### config.mk
export PLATFORM = sky130hd
export DESIGN_NAME = scpad_sram_arbiter
export DESIGN_NICKNAME = d
export VERILOG_FILES = /design/src/rtl/scpad_types_pkg.sv /design/src/rtl/scpad_tag_fifo.sv /design/src/rtl/scpad_sram_arbiter.sv
export SDC_FILE = /design/constraint.sdc
export NUM_CORES = 1
export LEC_CHECK = 0
export CAP_MARGIN = 20
export CORE_AREA = 2 2 172 174
export DETAILED_ROUTE_END_ITERATION = 7
export DIE_AREA = 0 0 174 176
export GPL_ROUTABILITY_DRIVEN = 0
export PLACE_DENSITY_LB_ADDON = 0.2
export SLEW_MARGIN = 15
export SYNTH_ARGS = -nofsm -noshare
export SYNTH_HDL_FRONTEND = slang
export SYNTH_SLANG_ARGS = --single-unit
### constraint.sdc
create_clock -name clk -period 3.3 [get_ports clk]
set_input_delay 0.495 -clock clk [delete_from_list [all_inputs] [get_ports clk]]
set_output_delay 0.495 -clock clk [all_outputs]
set_load 0.01 [all_outputs]
### src/rtl/scpad_types_pkg.sv
// -----------------------------------------------------------------------------
// scpad_types_pkg
// Shared types for the scratchpad SRAM path: requester index / int_id
// encoding, SRAM request and response structs used by the arbiter and the
// crossbars, and the default number of outstanding tags per channel.
// -----------------------------------------------------------------------------
package scpad_types_pkg;

    localparam int SCPAD_TAG_DEPTH = 4;
    localparam int SRAM_ADDR_W     = 16;
    localparam int SRAM_DATA_W     = 32;
    localparam int SCPAD_NUM_REQ   = 3;

    // Requester indices double as the int_id carried to the SRAM controller.
    typedef enum logic [1:0] {
        INT_ID_VC  = 2'b00,
        INT_ID_SA  = 2'b01,
        INT_ID_BE  = 2'b10,
        INT_ID_BAD = 2'b11
    } int_id_e;

    typedef struct packed {
        logic                   valid;
        logic [1:0]             int_id;
        logic [SRAM_ADDR_W-1:0] addr;
    } sram_r_req_t;

    typedef struct packed {
        logic                   valid;
        logic [1:0]             int_id;
        logic [SRAM_ADDR_W-1:0] addr;
        logic [SRAM_DATA_W-1:0] wdata;
    } sram_w_req_t;

    typedef struct packed {
        logic                   valid;
        logic [1:0]             int_id;
        logic [SRAM_DATA_W-1:0] rdata;
    } sram_r_res_t;

    typedef struct packed {
        logic       valid;
        logic [1:0] int_id;
    } sram_w_res_t;

    // One-hot grant vector for a requester index; index 3 means "no winner".
    function automatic logic [2:0] idx_to_onehot(input logic [1:0] idx);
        logic [2:0] oh;
        case (idx)
            2'd0:    oh = 3'b001;
            2'd1:    oh = 3'b010;
            2'd2:    oh = 3'b100;
            default: oh = 3'b000;
        endcase
        return oh;
    endfunction

endpackage

### src/rtl/scpad_tag_fifo.sv
// -----------------------------------------------------------------------------
// scpad_tag_fifo
// In-order FIFO of requester tags for one SRAM channel.
// Ports:
//   i_clk, i_rst          clock, synchronous active-high reset
//   i_push, i_push_data   enqueue a tag (accepted when not full, or when a pop
//                         happens in the same cycle)
//   i_pop                 dequeue the head (ignored when empty)
//   o_head                oldest tag
//   o_full, o_empty       occupancy flags
// -----------------------------------------------------------------------------
module scpad_tag_fifo #(
    parameter int DEPTH = 4,
    parameter int WIDTH = 2
) (
    input  logic             i_clk,
    input  logic             i_rst,
    input  logic             i_push,
    input  logic [WIDTH-1:0] i_push_data,
    input  logic             i_pop,
    output logic [WIDTH-1:0] o_head,
    output logic             o_full,
    output logic             o_empty
);

    localparam int PW = (DEPTH > 1) ? $clog2(DEPTH) : 1;
    localparam int CW = $clog2(DEPTH) + 1;
    localparam logic [CW-1:0] FULL_CNT = CW'(DEPTH);

    logic [WIDTH-1:0] r_mem [DEPTH];
    logic [PW-1:0]    r_wr_ptr;
    logic [PW-1:0]    r_rd_ptr;
    logic [CW-1:0]    r_count;
    logic             w_push_ok;
    logic             w_pop_ok;

    assign o_full    = (r_count == FULL_CNT);
    assign o_empty   = (r_count == {CW{1'b0}});
    assign o_head    = r_mem[r_rd_ptr];
    assign w_pop_ok  = i_pop && !o_empty;
    // A full FIFO still accepts a push when the head leaves in the same cycle.
    assign w_push_ok = i_push && (!o_full || w_pop_ok);

    // Pointer and occupancy tracking; pointers wrap naturally (power-of-two depth).
    always_ff @(posedge i_clk) begin
        if (i_rst) begin
            r_wr_ptr <= {PW{1'b0}};
            r_rd_ptr <= {PW{1'b0}};
            r_count  <= {CW{1'b0}};
        end else begin
            if (w_push_ok) begin
                r_wr_ptr <= r_wr_ptr + PW'(1);
            end
            if (w_pop_ok) begin
                r_rd_ptr <= r_rd_ptr + PW'(1);
            end
            case ({w_push_ok, w_pop_ok})
                2'b10:   r_count <= r_count + CW'(1);
                2'b01:   r_count <= r_count - CW'(1);
                default: r_count <= r_count;
            endcase
        end
    end

    // Tag storage; cleared on reset so the head never carries stale state.
    always_ff @(posedge i_clk) begin
        if (i_rst) begin
            for (int i = 0; i < DEPTH; i++) begin
                r_mem[i] <= {WIDTH{1'b0}};
            end
        end else if (w_push_ok) begin
            r_mem[r_wr_ptr] <= i_push_data;
        end
    end

endmodule

### src/rtl/scpad_sram_arbiter.sv
// -----------------------------------------------------------------------------
// scpad_sram_arbiter
// Shares the scratchpad SRAM read and write ports among the VC path, the SA
// path and the backend. Each channel has its own round-robin arbiter, output
// register and in-order tag FIFO used to route responses back by int_id.
// Ports:
//   clk, rst                          clock, synchronous active-high reset
//   {vc,sa,backend}_sram_{r,w}_banks_req   requests (hold until granted)
//   {vc,sa,backend}_sram_{r,w}_banks_res   routed read data / write acks
//   r_gnt, w_gnt                      one-hot grants (bit0 VC, bit1 SA, bit2 BE)
//   sram_read_req, sram_write_req     registered requests to the SRAM controller
//   sram_read_res, sram_write_res     responses from the SRAM controller
//   sram_busy                         backpressure indication
//   tag_err                           sticky response/tag mismatch flag
// -----------------------------------------------------------------------------
module scpad_sram_arbiter
    import scpad_types_pkg::*;
#(
    parameter int TAG_DEPTH = SCPAD_TAG_DEPTH
) (
    input  logic        clk,
    input  logic        rst,
    input  sram_r_req_t vc_sram_r_banks_req,
    input  sram_r_req_t sa_sram_r_banks_req,
    input  sram_r_req_t backend_sram_r_banks_req,
    input  sram_w_req_t vc_sram_w_banks_req,
    input  sram_w_req_t sa_sram_w_banks_req,
    input  sram_w_req_t backend_sram_w_banks_req,
    output sram_r_res_t vc_sram_r_banks_res,
    output sram_r_res_t sa_sram_r_banks_res,
    output sram_r_res_t backend_sram_r_banks_res,
    output sram_w_res_t vc_sram_w_banks_res,
    output sram_w_res_t sa_sram_w_banks_res,
    output sram_w_res_t backend_sram_w_banks_res,
    output logic [2:0]  r_gnt,
    output logic [2:0]  w_gnt,
    output sram_r_req_t sram_read_req,
    output sram_w_req_t sram_write_req,
    input  sram_r_res_t sram_read_res,
    input  sram_w_res_t sram_write_res,
    output logic        sram_busy,
    output logic        tag_err
);

    // Round-robin pick: search starts just after the last winner.
    // Returns the winner index, or 3 when nobody requests.
    function automatic logic [1:0] rr_pick(input logic [2:0] req, input logic [1:0] last);
        logic [1:0] pick;
        pick = 2'd3;
        case (last)
            2'd0: begin
                if (req[1])      pick = 2'd1;
                else if (req[2]) pick = 2'd2;
                else if (req[0]) pick = 2'd0;
                else             pick = 2'd3;
            end
            2'd1: begin
                if (req[2])      pick = 2'd2;
                else if (req[0]) pick = 2'd0;
                else if (req[1]) pick = 2'd1;
                else             pick = 2'd3;
            end
            default: begin
                if (req[0])      pick = 2'd0;
                else if (req[1]) pick = 2'd1;
                else if (req[2]) pick = 2'd2;
                else             pick = 2'd3;
            end
        endcase
        return pick;
    endfunction

    logic [1:0]  r_r_last;
    logic [1:0]  r_w_last;
    logic [2:0]  w_r_valids;
    logic [2:0]  w_w_valids;
    logic [1:0]  w_r_pick;
    logic [1:0]  w_w_pick;
    int_id_e     w_r_win;
    int_id_e     w_w_win;
    logic        w_r_fire;
    logic        w_w_fire;
    logic        w_r_pop;
    logic        w_w_pop;
    logic        w_r_err;
    logic        w_w_err;
    logic [1:0]  w_rf_head;
    logic [1:0]  w_wf_head;
    logic        w_rf_full;
    logic        w_rf_empty;
    logic        w_wf_full;
    logic        w_wf_empty;
    sram_r_req_t w_r_win_req;
    sram_w_req_t w_w_win_req;
    sram_r_res_t w_r_route;
    sram_w_res_t w_w_route;

    assign w_r_valids = {backend_sram_r_banks_req.valid, sa_sram_r_banks_req.valid,
                         vc_sram_r_banks_req.valid};
    assign w_w_valids = {backend_sram_w_banks_req.valid, sa_sram_w_banks_req.valid,
                         vc_sram_w_banks_req.valid};

    assign w_r_pick = rr_pick(w_r_valids, r_r_last);
    assign w_w_pick = rr_pick(w_w_valids, r_w_last);
    assign w_r_win  = int_id_e'(w_r_pick);
    assign w_w_win  = int_id_e'(w_w_pick);

    // A response pops the head even on an id mismatch: routing follows the head.
    assign w_r_pop  = !rst && sram_read_res.valid  && !w_rf_empty;
    assign w_w_pop  = !rst && sram_write_res.valid && !w_wf_empty;

    // A full FIFO can still grant when its head retires this cycle.
    assign w_r_fire = !rst && (|w_r_valids) && (!w_rf_full || w_r_pop);
    assign w_w_fire = !rst && (|w_w_valids) && (!w_wf_full || w_w_pop);

    assign r_gnt = w_r_fire ? idx_to_onehot(w_r_pick) : 3'b000;
    assign w_gnt = w_w_fire ? idx_to_onehot(w_w_pick) : 3'b000;

    assign w_r_err = sram_read_res.valid &&
                     (w_rf_empty || (w_rf_head != sram_read_res.int_id) ||
                      (sram_read_res.int_id == INT_ID_BAD));
    assign w_w_err = sram_write_res.valid &&
                     (w_wf_empty || (w_wf_head != sram_write_res.int_id) ||
                      (sram_write_res.int_id == INT_ID_BAD));

    assign sram_busy = !rst && ((|(w_r_valids & ~r_gnt)) || (|(w_w_valids & ~w_gnt)) ||
                                w_rf_full || w_wf_full);

    // Read winner payload with int_id replaced by the winner's own encoding.
    always_comb begin
        w_r_win_req = '0;
        case (w_r_win)
            INT_ID_VC: w_r_win_req = vc_sram_r_banks_req;
            INT_ID_SA: w_r_win_req = sa_sram_r_banks_req;
            INT_ID_BE: w_r_win_req = backend_sram_r_banks_req;
            default:   w_r_win_req = '0;
        endcase
        w_r_win_req.int_id = w_r_win;
    end

    // Write winner payload with int_id replaced by the winner's own encoding.
    always_comb begin
        w_w_win_req = '0;
        case (w_w_win)
            INT_ID_VC: w_w_win_req = vc_sram_w_banks_req;
            INT_ID_SA: w_w_win_req = sa_sram_w_banks_req;
            INT_ID_BE: w_w_win_req = backend_sram_w_banks_req;
            default:   w_w_win_req = '0;
        endcase
        w_w_win_req.int_id = w_w_win;
    end

    // Read channel output register and round-robin pointer.
    always_ff @(posedge clk) begin
        if (rst) begin
            sram_read_req <= '0;
            r_r_last      <= 2'd2;
        end else if (w_r_fire) begin
            sram_read_req <= w_r_win_req;
            r_r_last      <= w_r_pick;
        end else begin
            sram_read_req <= '0;
        end
    end

    // Write channel output register and round-robin pointer.
    always_ff @(posedge clk) begin
        if (rst) begin
            sram_write_req <= '0;
            r_w_last       <= 2'd2;
        end else if (w_w_fire) begin
            sram_write_req <= w_w_win_req;
            r_w_last       <= w_w_pick;
        end else begin
            sram_write_req <= '0;
        end
    end

    // Sticky tag error flag.
    always_ff @(posedge clk) begin
        if (rst) begin
            tag_err <= 1'b0;
        end else if (w_r_err || w_w_err) begin
            tag_err <= 1'b1;
        end else begin
            tag_err <= tag_err;
        end
    end

    scpad_tag_fifo #(.DEPTH(TAG_DEPTH), .WIDTH(2)) u_rd_tags (
        .i_clk       (clk),
        .i_rst       (rst),
        .i_push      (w_r_fire),
        .i_push_data (w_r_pick),
        .i_pop       (w_r_pop),
        .o_head      (w_rf_head),
        .o_full      (w_rf_full),
        .o_empty     (w_rf_empty)
    );

    scpad_tag_fifo #(.DEPTH(TAG_DEPTH), .WIDTH(2)) u_wr_tags (
        .i_clk       (clk),
        .i_rst       (rst),
        .i_push      (w_w_fire),
        .i_push_data (w_w_pick),
        .i_pop       (w_w_pop),
        .o_head      (w_wf_head),
        .o_full      (w_wf_full),
        .o_empty     (w_wf_empty)
    );

    // Read data goes to the requester named by the FIFO head.
    always_comb begin
        vc_sram_r_banks_res      = '0;
        sa_sram_r_banks_res      = '0;
        backend_sram_r_banks_res = '0;
        w_r_route                = '0;
        w_r_route.valid          = 1'b1;
        w_r_route.int_id         = w_rf_head;
        w_r_route.rdata          = sram_read_res.rdata;
        if (w_r_pop) begin
            case (w_rf_head)
                2'b00:   vc_sram_r_banks_res      = w_r_route;
                2'b01:   sa_sram_r_banks_res      = w_r_route;
                2'b10:   backend_sram_r_banks_res = w_r_route;
                default: vc_sram_r_banks_res      = '0;
            endcase
        end else begin
            vc_sram_r_banks_res = '0;
        end
    end

    // Write acks go to the requester named by the FIFO head.
    always_comb begin
        vc_sram_w_banks_res      = '0;
        sa_sram_w_banks_res      = '0;
        backend_sram_w_banks_res = '0;
        w_w_route                = '0;
        w_w_route.valid          = 1'b1;
        w_w_route.int_id         = w_wf_head;
        if (w_w_pop) begin
            case (w_wf_head)
                2'b00:   vc_sram_w_banks_res      = w_w_route;
                2'b01:   sa_sram_w_banks_res      = w_w_route;
                2'b10:   backend_sram_w_banks_res = w_w_route;
                default: vc_sram_w_banks_res      = '0;
            endcase
        end else begin
            vc_sram_w_banks_res = '0;
        end
    end

endmodule

**After elaboration in Yosys (flattened, before gate mapping)**

Memory sizes are Yosys's and may differ from the RTL's. A register that Yosys moved wholly into a read port is not among the register bits.
Index checks and enable logic that the tools add are counted.
W data, S select, Z words.

- Add/sub/neg operators: 8
- Bitwise operators: 6
- Multiplexer cells: 58
- Reduce and logical (&&, ||, !) cells: 50
- Eq/ne operators: 20

Operator list:

| operator | number |
|---|---|
| $mux W35 | 6 |
| $pmux W51 S3 | 1 |
| $pmux W19 S3 | 1 |
| $mux W2 | 24 |
| $mux W3 | 8 |
| $pmux W3 S3 | 2 |
| $eq A2 B1 Y1 const B | 8 |
| $eq A2 B2 Y1 const B | 8 |
| $logic_and A1 B1 Y1 | 15 |
| $logic_not A2 Y1 | 6 |
| $logic_or A1 B1 Y1 | 12 |
| $mux W1 | 12 |
| $pmux W3 S2 | 2 |
| $reduce_or A3 Y1 | 4 |
| $add A2 B1 Y2 const B | 4 |
| $pmux W2 S2 | 2 |
| $reduce_or A2 Y1 | 4 |
| $add A3 B1 Y3 const B | 2 |
| $and A3 B3 Y3 | 2 |
| $eq A3 B3 Y1 const B | 2 |
| $logic_not A3 Y1 | 2 |
| $not A3 Y3 | 2 |
| $sub A3 B1 Y3 const B | 2 |
| $logic_not A1 Y1 | 5 |
| other kinds (3) | 6 |

- Memories: 2
- Word-level logic and storage cells: 160
- Memory bits (writable): 16
- Bits in registers: 89
- Output and inout bits: 192

Memories:

| memory | depth | bits a word | read ports | clocked after memory_dff | wr ports | line | text |
|---|---|---|---|---|---|---|---|
| u_rd_tags.r_mem | 4 | 2 | 1 | 1 | 4 | scpad_tag_fifo.sv:30 | `logic [WIDTH-1:0] r_mem [DEPTH];` |
| u_wr_tags.r_mem | 4 | 2 | 1 | 1 | 4 | scpad_tag_fifo.sv:30 |  |

**Logic depth before layout (Yosys ltp)**

- Depth after elaboration: 14
- Mapped depth: 11

**Modules after synthesis**

Synthesis repeated with hierarchy kept, for this count alone.

- Cell total of the unflattened synthesis: 570
- Area total of the unflattened synthesis: 5786.8 um2

Modules (own cells, without submodules):

| module | seq. area each (um2) | times used | cells an instance | area each (um2) |
|---|---|---|---|---|
| scpad_sram_arbiter | 1501.4 | 1 | 418 | 4155.2 |
| scpad_tag_fifo at u_rd_tags | 420.4 | 1 | 78 | 850.8 |
| scpad_tag_fifo at u_wr_tags | 420.4 | 1 | 74 | 780.7 |

**Worst setup path before layout**

No wires, ideal clock.

- Kind: input -> register
- Start: in sram_write_res[2] in the netlist's numbering
- End: reg u_wr_tags.r_count[2]
- Required time: 3.230 ns
- Path slack: 0.630 ns
- Stages: 10
- Data arrival time: 2.600 ns
- Buffers on the path: 1
- Cell sequence: nor4b_2 nor3_4 clkinv_1 clkbuf_1 ha_1 inv_1 fa_1 xor2_1 or3_1 a21oi_1

- Cells in the longest elaborated chain, start to end: 7
- Elaborated cells on any way between the ends: 11
- Those cells by class: eq/ne: 2; mux: 1; reduce/logical: 8

RTL lines:

| what | line | text |
|---|---|---|
| start, declared | scpad_sram_arbiter.sv:40 | `input sram_w_res_t sram_write_res,` |
| $logic_and A1 B1 Y1 (*) (2 in a row) | scpad_sram_arbiter.sv:110 | `assign w_w_pop = !rst && sram_write_res.valid && !w_wf_empty;` |
| $logic_or A1 B1 Y1 / $logic_and A1 B1 Y1 (equally long branches) | scpad_sram_arbiter.sv:114, scpad_tag_fifo.sv:40 |  |
| $logic_and A1 B1 Y1 / $logic_or A1 B1 Y1 (equally long branches) | scpad_sram_arbiter.sv:114, scpad_tag_fifo.sv:42 |  |
| $logic_and A1 B1 Y1 | scpad_tag_fifo.sv:42 | `assign w_push_ok = i_push && (!o_full \|\| w_pop_ok);` |
| $eq A2 B1 Y1 / $eq A2 B2 Y1 (equally long branches) | scpad_tag_fifo.sv:57 | `case ({w_push_ok, w_pop_ok})` |
| $pmux W3 S2 / $reduce_bool A2 Y1 (equally long branches) | -- |  |
| end signal, assigned | scpad_tag_fifo.sv:58 | `2'b10: r_count <= r_count + CW'(1);` |
| end signal, assigned | scpad_tag_fifo.sv:59 | `2'b01: r_count <= r_count - CW'(1);` |
| end signal, assigned | scpad_tag_fifo.sv:60 | `default: r_count <= r_count;` |
| end, declared | scpad_tag_fifo.sv:33 | `logic [CW-1:0] r_count;` |

Every way passes the cells marked *; elsewhere a longest branch is shown, timed or not.
A chain may end at the register's enable or synchronous reset.

==> impl_metrics.env <==
export IMPL_critPathRequiredTime_ps=2800
export IMPL_synth_seq_cells=109
export IMPL_tns_ps=0
export IMPL_dp_slack_ps=56.5
export IMPL_fillers=2935
export IMPL_r2r_end="u_rd_tags.r_count[2]"
export IMPL_wirelength_mm=23.4
export IMPL_postSynthAreaPerCell_sq_um=9.32
export IMPL_cts_root_buffer="clkbuf_16"
export IMPL_n_antenna_cell=0
export IMPL_yosys_top_cells_count="nor2_1, dfxtp_1, and2_1"
export IMPL_viasPerCell=4.18
export IMPL_clk_pin_slew_ps=80
export IMPL_critPathMaxFanout=33
export IMPL_cts_sinks=109
export IMPL_maxCapViolCount=0
export IMPL_dp_cells=1409
export IMPL_seq_area_sq_mm=0.00234
export IMPL_first_pass_iters=4
export IMPL_r2r_cells=10
export IMPL_final_layout_size_suffix_gt1_frac=0.0692
export IMPL_grt_remaining_overflow=0
export IMPL_antenna_left=0
export IMPL_cts_inserted_buffers=9
export IMPL_critical_path_startpoint="sram_read_res[34]"
export IMPL_io_buffers=421
export IMPL_rrSetupSlack_ps=880
export IMPL_dieArea_sq_mm=0.0306
export IMPL_finalCritPeriodShare=0.971
export IMPL_crit_type="input pin to output port"
export IMPL_crit_end="vc_sram_r_banks_res[23]"
export IMPL_fp_dieW_um=174
export IMPL_tritoncts="built"
export IMPL_drt_initial_drc_count=165
export IMPL_grt_pass1_wl_mm=34.8
export IMPL_setup_ws_ps=94.8
export IMPL_fin_skew_ps=8.82
export IMPL_post_cts_buffers=0
export IMPL_post_dp_hpwl_mm=19.0
export IMPL_drc_errors=0
export IMPL_final_hold_violation_count=0
export IMPL_arrival_ps=2710
export IMPL_clock_latency_ps=360
export IMPL_max_freq_mhz=312
export IMPL_hold_buffers=0
export IMPL_post_route_util=0.379
export IMPL_synth_area_top_cells="dfxtp_1, mux2i_1, and2_1"
export IMPL_io_pins=442
export IMPL_dieHeight_um=176
export IMPL_synth_area_leader_cell="dfxtp_1"
export IMPL_end_kind="output port"
export IMPL_reg2reg_from="u_rd_tags.r_count[0]"
export IMPL_ys_seq_area_frac=0.399
export IMPL_syn_cell_area_sq_mm=0.00586
export IMPL_rsz0062_at_grt="false"
export IMPL_dpl_instance_area_sq_mm=0.0105
export IMPL_vdd_drop_max_v=0.000225
export IMPL_post_cts_resized=0
export IMPL_yosys_warnings=0
export IMPL_h_tree_depth=3
export IMPL_min_path_type="flip-flop to flip-flop"
export IMPL_power_total_mw=3.99
export IMPL_netlist_area_leader_share=0.318
export IMPL_status="finished clean"
export IMPL_layoutNonFillerInstCount=1425
export IMPL_grt_pass1_vias=6030
export IMPL_tightest_slew_ps=889
export IMPL_p_per_area_mw_per_mm2=368
export IMPL_antenna_found_initial=1
export IMPL_coreArea_sq_mm=0.0285
export IMPL_grt_max_degree=59
export IMPL_slew_violations=0
export IMPL_setup_viol=0
export IMPL_whs_ps=523
export IMPL_multiInputGateArea_sq_mm=0.00314
export IMPL_synthDistinctLibCells=49
export IMPL_fin_area_sq_mm=0.0108
export IMPL_power_leakage_nw=4.44
export IMPL_synth_cells=629
export IMPL_worstSetupStartpointType="input pin"
export IMPL_num_vias=5950
export IMPL_grt_usage=0.148
export IMPL_ys_flop_type="dfxtp_1"
export IMPL_areaGrowthSynthToFinish_pct=84.7
export IMPL_start_util=0.205
export IMPL_async_flop_share=0
export IMPL_ctsLongestPathBuffers=2
export IMPL_synth_most_common_cell="nor2_1"
export IMPL_fin_crit_ps=3210
export IMPL_nets=1290
export IMPL_synth_edf_count=16
export IMPL_wire_per_inst_um=16.4
export IMPL_max_slew_margin=0.407
export IMPL_rows=62
## worst min-delay path by stage
stage                                startpoint              endpoint  cells after the start
final                     u_wr_tags.r_rd_ptr[1]             flip-flop                      2
after global routing       u_rd_tags.r_count[2]  u_rd_tags.r_count[2]                      2
after CTS                  u_rd_tags.r_count[2]  u_rd_tags.r_count[2]                      2
after detailed placement   u_rd_tags.r_count[2]  u_rd_tags.r_count[2]                      2
after global placement     u_rd_tags.r_count[2]  u_rd_tags.r_count[2]                      2
after floorplan            u_wr_tags.r_count[2]  u_wr_tags.r_count[2]                      2
## logic make-up after synthesis
kind of cell               after synthesis  synth area share
and+or+nand+nor                        252             0.232
muxes                                   70             0.128
adders and majority gates                4            0.0111
AOI/OAI and AO/OA                       98             0.133
other                                    1          0.000640
xor gates and xnor gates                14            0.0209
DFF                                    109             0.399
buffers and inverters                   81            0.0747
## final cells by class
class | instances | share of cell area
multi-input combinational | 446 | 0.290
timing repair buffer | 447 | 0.413
clock buffer | 9 | 0.0208
inverter | 23 | 0.00797
tap | 384 | 0.0444
sequential | 109 | 0.216
clock inverter | 7 | 0.00751
## critical path, stage by stage
cell and delay, ps:
clkdlybuf4s50_1 510, or2b_2 320, or3_4 400, nor2_4 110
buf_12 170, and2_1 140, clkdlybuf4s50_1 550
## cell usage in the layout, fill, tap and decap left out, types with 3 or more instances in the layout
master           synthesis  layout
clkdlybuf4s50_1          0     417
nor2_1                  98      98
dfxtp_1                 93      93
and2_1                  92      91
mux2i_1                 66      66
a2bb2oi_1               64      64
buf_4                   18      23
inv_1                   20      20
edfxtp_1                16      16
nand2_1                 13      13
nor3_1                  10      10
o21ai_0                 10      10
xor2_1                  10      10
clkbuf_16                0       9
conb_1                   1       8
and2_2                   6       7
a21oi_1                  8       7
nand2b_1                 6       6
nand3_1                  5       5
buf_12                   0       5
mux4_2                   4       4
xnor2_1                  4       4
or3_1                    3       3
inv_2                    2       3
nor3_4                   3       3
nor2b_1                  3       3
o31ai_1                  3       3
nor4_1                   3       3
inv_6                    0       3
## registers in the layout (all words and copies together) (netlist names), 3 cells and up, named ones only
signal             count
u_wr_tags.r_mem        8
u_wr_tags.r_count      3
u_rd_tags.r_mem        8
u_rd_tags.r_count      3
sram_write_req        51
sram_read_req         19
## routing by layer
metal | global-route usage | part of all wire | vias up
li1 | - | - | 2944
met1 | 0.152 | 0.37 | 2710
met2 | 0.280 | 0.52 | 280
met3 | 0.0616 | 0.10 | 16
met4 | 0.0354 | 0.013 | 0
met5 | 0 | 0 | -
## power breakdown
| group | internal, mW | switching (mW) | leakage [nW] |
|---|---|---|---|
| Combinational | 0.760 | 0.541 | 3.36 |
| Clock | 0.604 | 0.541 | 0.153 |
| Sequential | 1.48 | 0.0658 | 0.934 |
Power figures use the tool's default switching activity.
